--- src/rtl/ram_arb_dx.sv ---
// ram_arb_dx: two-master arbiter for RAM port A with one-enabled-cycle read return.
// Define RAM_ARB_DX_RR_EN for round-robin arbitration; default build is fixed priority (master 0 wins).
module ram_arb_dx #(
  parameter int CAddrLen = 11,
  parameter int CDataLen = 8
) (
  input  logic                AClkA,
  input  logic                AResetAN,
  input  logic                AClkAEn,
  input  logic [CAddrLen-1:0] AAddr0,
  input  logic [CAddrLen-1:0] AAddr1,
  input  logic [CDataLen-1:0] AMosi0,
  input  logic [CDataLen-1:0] AMosi1,
  input  logic                AWrEn0,
  input  logic                AWrEn1,
  input  logic                ARdEn0,
  input  logic                ARdEn1,
  output logic                AAck0,
  output logic                AAck1,
  output logic [CDataLen-1:0] AMiso0,
  output logic [CDataLen-1:0] AMiso1,
  output logic                AMisoVal0,
  output logic                AMisoVal1,
  output logic [CAddrLen-1:0] ARamAddr,
  output logic [CDataLen-1:0] ARamMosi,
  output logic                ARamWrEn,
  output logic                ARamRdEn,
  input  logic [CDataLen-1:0] ARamMiso
);
  logic act, req0, req1, gnt0, gnt1, pend, owner;
  // Everything combinational is gated by reset too, so all outputs read zero while held in reset.
  assign act  = AClkAEn & AResetAN;
  assign req0 = AWrEn0 | ARdEn0;
  assign req1 = AWrEn1 | ARdEn1;
`ifdef RAM_ARB_DX_RR_EN
  logic last;
  assign gnt0 = act & req0 & (~req1 | last);
`else
  assign gnt0 = act & req0;
`endif
  assign gnt1      = act & req1 & ~gnt0;
  assign AAck0     = gnt0;
  assign AAck1     = gnt1;
  assign ARamAddr  = gnt0 ? AAddr0 : gnt1 ? AAddr1 : '0;
  assign ARamMosi  = gnt0 ? AMosi0 : gnt1 ? AMosi1 : '0;
  assign ARamWrEn  = (gnt0 & AWrEn0) | (gnt1 & AWrEn1);
  assign ARamRdEn  = (gnt0 & ~AWrEn0 & ARdEn0) | (gnt1 & ~AWrEn1 & ARdEn1);
  assign AMisoVal0 = act & pend & ~owner;
  assign AMisoVal1 = act & pend & owner;
  assign AMiso0    = AMisoVal0 ? ARamMiso : '0;
  assign AMiso1    = AMisoVal1 ? ARamMiso : '0;
  always_ff @(posedge AClkA or negedge AResetAN)
    if (!AResetAN) begin
      pend  <= 1'b0;
      owner <= 1'b0;
`ifdef RAM_ARB_DX_RR_EN
      last  <= 1'b1;
`endif
    end else if (AClkAEn) begin
      pend <= ARamRdEn;
      if (ARamRdEn) owner <= gnt1;
`ifdef RAM_ARB_DX_RR_EN
      if (gnt0 | gnt1) last <= gnt1;
`endif
    end
endmodule
--- config.mk ---
export PLATFORM = sky130hd
export DESIGN_NAME = ram_arb_dx
export DESIGN_NICKNAME = d
export VERILOG_FILES = /design/src/rtl/ram_arb_dx.sv
export SDC_FILE = /design/constraint.sdc
export NUM_CORES = 1
export LEC_CHECK = 0
export CAP_MARGIN = 0
export CORE_ASPECT_RATIO = 1.4
export CORE_MARGIN = 4
export CORE_UTILIZATION = 19
export CTS_CLUSTER_DIAMETER = 200
export DETAILED_ROUTE_END_ITERATION = 12
export PLACE_DENSITY_LB_ADDON = 0.05
export SLEW_MARGIN = 20
export SYNTH_ARGS = -nofsm -noshare
export SYNTH_HDL_FRONTEND = slang
export SYNTH_SLANG_ARGS = --single-unit
--- constraint.sdc ---
create_clock -name AClkA -period 1.3 [get_ports AClkA]
set_clock_uncertainty 0.05 [all_clocks]
set_input_delay 0.26 -clock AClkA [delete_from_list [all_inputs] [get_ports AClkA]]
set_output_delay 0.26 -clock AClkA [all_outputs]
set_load 0.01 [all_outputs]
==> key figures <==
Run status
  – Status: finished, violations left
  – Failing checks: negative setup slack

CTS
  – Clock latency on the worst-skew pair: 0.22 ns
  – CTS tree: yes
  – CTS root buf: clkbuf_4
  – Max Buffers Root-to-Sink: 2
  – Clock transition at path regs: 0.03 ns
  – CTS sink cnt: 2
  – Clock buffer count from CTS: 3
  – H-tree Lvls: 1

Min path
  – Hold Startpoint: ARdEn0
  – HP Class: in2reg
  – Hold depth: 2
  – WHS Endpoint: owner$_DFFE_PN0P_

GRT
  – Largest net degree at the start of global routing: 8
  – GRT overflow: 0
  – Antenna violations before repair: 0
  – Number of global-route vias before repair: 1,096
  – First-pass GRT wire length: 5037 um
  – GRT Overall Usage: 20.12%

Routing
  – Antenna Nets Post-Route: 0
  – 1st-iter DRT viols: 4
  – Pre-antenna DRT Iters: 4
  – DR vias/cell: approximately 4.7
  – Total Wirelength: about 3600 um
  – DRC Markers: 0
  – Drt wl/cell: roughly 16 um
  – Vias: 1,081

Worst setup path
  – Crit path required time: 0.99 ns
  – Internal reg-to-reg setup slack: about 0.25 ns
  – Worst setup EP type: output port
  – Worst R2R Start: owner$_DFFE_PN0P_
  – Worst r2r dst: owner$_DFFE_PN0P_
  – Worst Path Max Fanout: 5
  – Critical path type: reg2out
  – Crit path DAT: between 1 and 1.5 ns
  – R2R depth: 4
  – CP startpoint kind: flop

Timing
  – Fin crit share: 126.7%
  – Setup_tns: -10.39 ns
  – RSZ-0062 raised after global routing: true
  – Rel. slew slack: 81.05%
  – Min Tclk post-route: 1.647 ns
  – Tightest Pin Transition: 0.2842 ns
  – Hold Slack: 0.2494 ns
  – Fmax: 0.6073 GHz
  – Setup Viol. Count Final: 39
  – Final Hold Vio Count: 0
  – Setup ws final: -0.3467 ns
  – Slew Viols, Final: 0

Cells and area
  – Post-route cell area: 1887 um^2
  – Layout cells sized above 1: 60.00%
  – Synthesis-to-layout area growth: 302.1%
  – Nets: 250
  – Diodes inserted: 0

Power and ir drop
  – Total Power: 0.6976 mW
  – Seq pwr share: 12.5%
  – Switching Share: 29.92%
  – NetSw: 0.2087 mW
  – Clock share of power: 19.5%
  – Leak pwr: 0.9364 nW
  – PD cells: between 300 and 400 nW/um^2
  – Comb pwr share: 68.1%
  – Cell internal pwr: 0.4889 mW
  – VDD IR max: 0.3320 mV

Place
  – DP Area: 1456 um^2
  – IO Port Bufs: 93
  – Post-DP HPWL: 2082 um
  – Routability cong.: 0.7030

Floorplan
  – Initial Util: 19.62%
  – Die area: approximately 3300 um^2
  – Core box area: 2391 um^2
  – IO Pins: 94
  – Die width: 50 um
  – # rows: 21
  – Die Height: 66.80 um

Synth
  – Mux share of post-synthesis cell area: 0%
  – Compound-Gate Fraction of Synth Area: 45.60%
  – Synth top area cells: a22o_1 (35%), and2_1 (21%), dfrtp_1 (11%)
  – Largest family of logic cells by synthesized area: compound AO/OA/AOI/OAI gates
  – Syn Area/Cell: slightly above 8 um^2
  – Simple-gate share of the synthesized area: 33.87%
  – Adder-cell share of the synthesized area: 0%
  – XOR/XNOR Fraction of Synth Area: 0%
  – Yosys reg bits: 2
  – Cells after synthesis: 58
  – Syn Nets: 111
  – Synth cell types: 18
  – Post-synthesis sequential area ratio: between 10% and 20%
  – Mapped Area: 469.2 um^2
  – YS warnings: 0
  – Area share of the largest cell type after synthesis: 35.47%
  – Yosys top cell by area: a22o_1

Run
  – Max-Cap Viols: 0
power groups by stage:
stage          sequential, mW  clock [mW]  combinational (mW)
2_1_floorplan          0.0782           0              0.0939
3_3_place_gp           0.0790           0               0.352
3_5_place_dp           0.0798           0               0.356
4_1_cts                0.0854       0.141               0.434
5_1_grt                0.0882       0.152               0.499
6_report               0.0870       0.136               0.475
how the worst max path moves through the flow:
| stage | startpoint | to | slack (ns) |
|---|---|---|---|
| final | owner$_DFFE_PN0P_ | AMiso0[7] | -0.35 |
| after floorplan | AWrEn0 | ARamAddr[8] | 0.01 |
| after CTS | owner$_DFFE_PN0P_ | AMiso0[0] | -0.35 |
| after detailed placement | AResetAN | ARamMosi[6] | -1.10 |
| after global routing | owner$_DFFE_PN0P_ | AMiso0[5] | -0.39 |
| after global placement | AResetAN | ARamMosi[4] | -1.05 |
cell families (layout without fill, tap and decap cells):
kind of cell           Yosys count  after routing
AOI/OAI and AO/OA               25             28
and+or+nand+nor                 24             26
buffers and inverters            7            139
DFF                              2              2
critical path, cell delays in order, from the launching register on:
cell	delay, ns
dfrtp_2	0.44
nor3b_4	0.23
buf_6	0.14
buf_6	0.09
and2_4	0.13
buf_6	0.09
synthesized netlist by cell type, drive strengths merged:
cell type / n
buf: 4
a21o: 1
a21oi: 3
a22o: 19
o211a: 1
o21a: 1
nor2b: 1
and2: 16
nor3b: 1
clkbuf: 1
inv: 2
nand2: 1
dfrtp: 2
and3b: 1
and4: 1
nor2: 3
per-stage QoR:
step	setup WS (ns)	instances	utilization [%]
2_1_floorplan	0.01316	58	-
3_3_place_gp	-1.054	187	60.91
3_5_place_dp	-1.096	187	60.91
4_1_cts	-0.3466	224	71.74
5_1_grt	-0.3868	229	78.91
6_report	-0.3467	229	78.91
metal layers:
layer  global-route usage, %  vias to the layer above  wire length (um)
li1                        -                      508                 -
met1                   15.30                      486              1151
met2                   42.97                       75              2116
met3                   4.251                       12               242
met4                   12.46                        0               137
met5                       0                        -                 0
registers in the layout, summed over array words and instances (netlist names):
name   flops
pend       1
owner      1
cells in the final DEF, fill, tap and decap left out, types with 2 or more instances in the layout:
master,Yosys,final
clkbuf_4,0,3
buf_8,0,3
and2_1,16,3
and2_4,0,13
dlygate4sd3_1,0,2
clkdlybuf4s50_1,0,46
buf_4,1,17
nor3b_4,1,2
a22o_1,19,19
nor2_4,0,3
buf_6,2,40
a21oi_1,3,3
buf_2,1,26
o211a_4,1,4
and4_4,0,2
area by class of cell:
type	count	area (um^2)
inverter	2	7.507
multi-input combinational	54	529.3
timing repair buffer	134	1234
fill	159	504.2
tap	34	42.54
sequential	2	51.30
clock buffer	3	22.52
what timing repair did:
item	in CTS	in global routing
endpoints found under the setup margin	42	40
cloned	6	0
pin swaps	26	13
setup buffers	26	6
hold buffers	2	0
resized for setup	241	33
endpoints found under the hold margin	2	0
(Power assumes the default switching activity.)
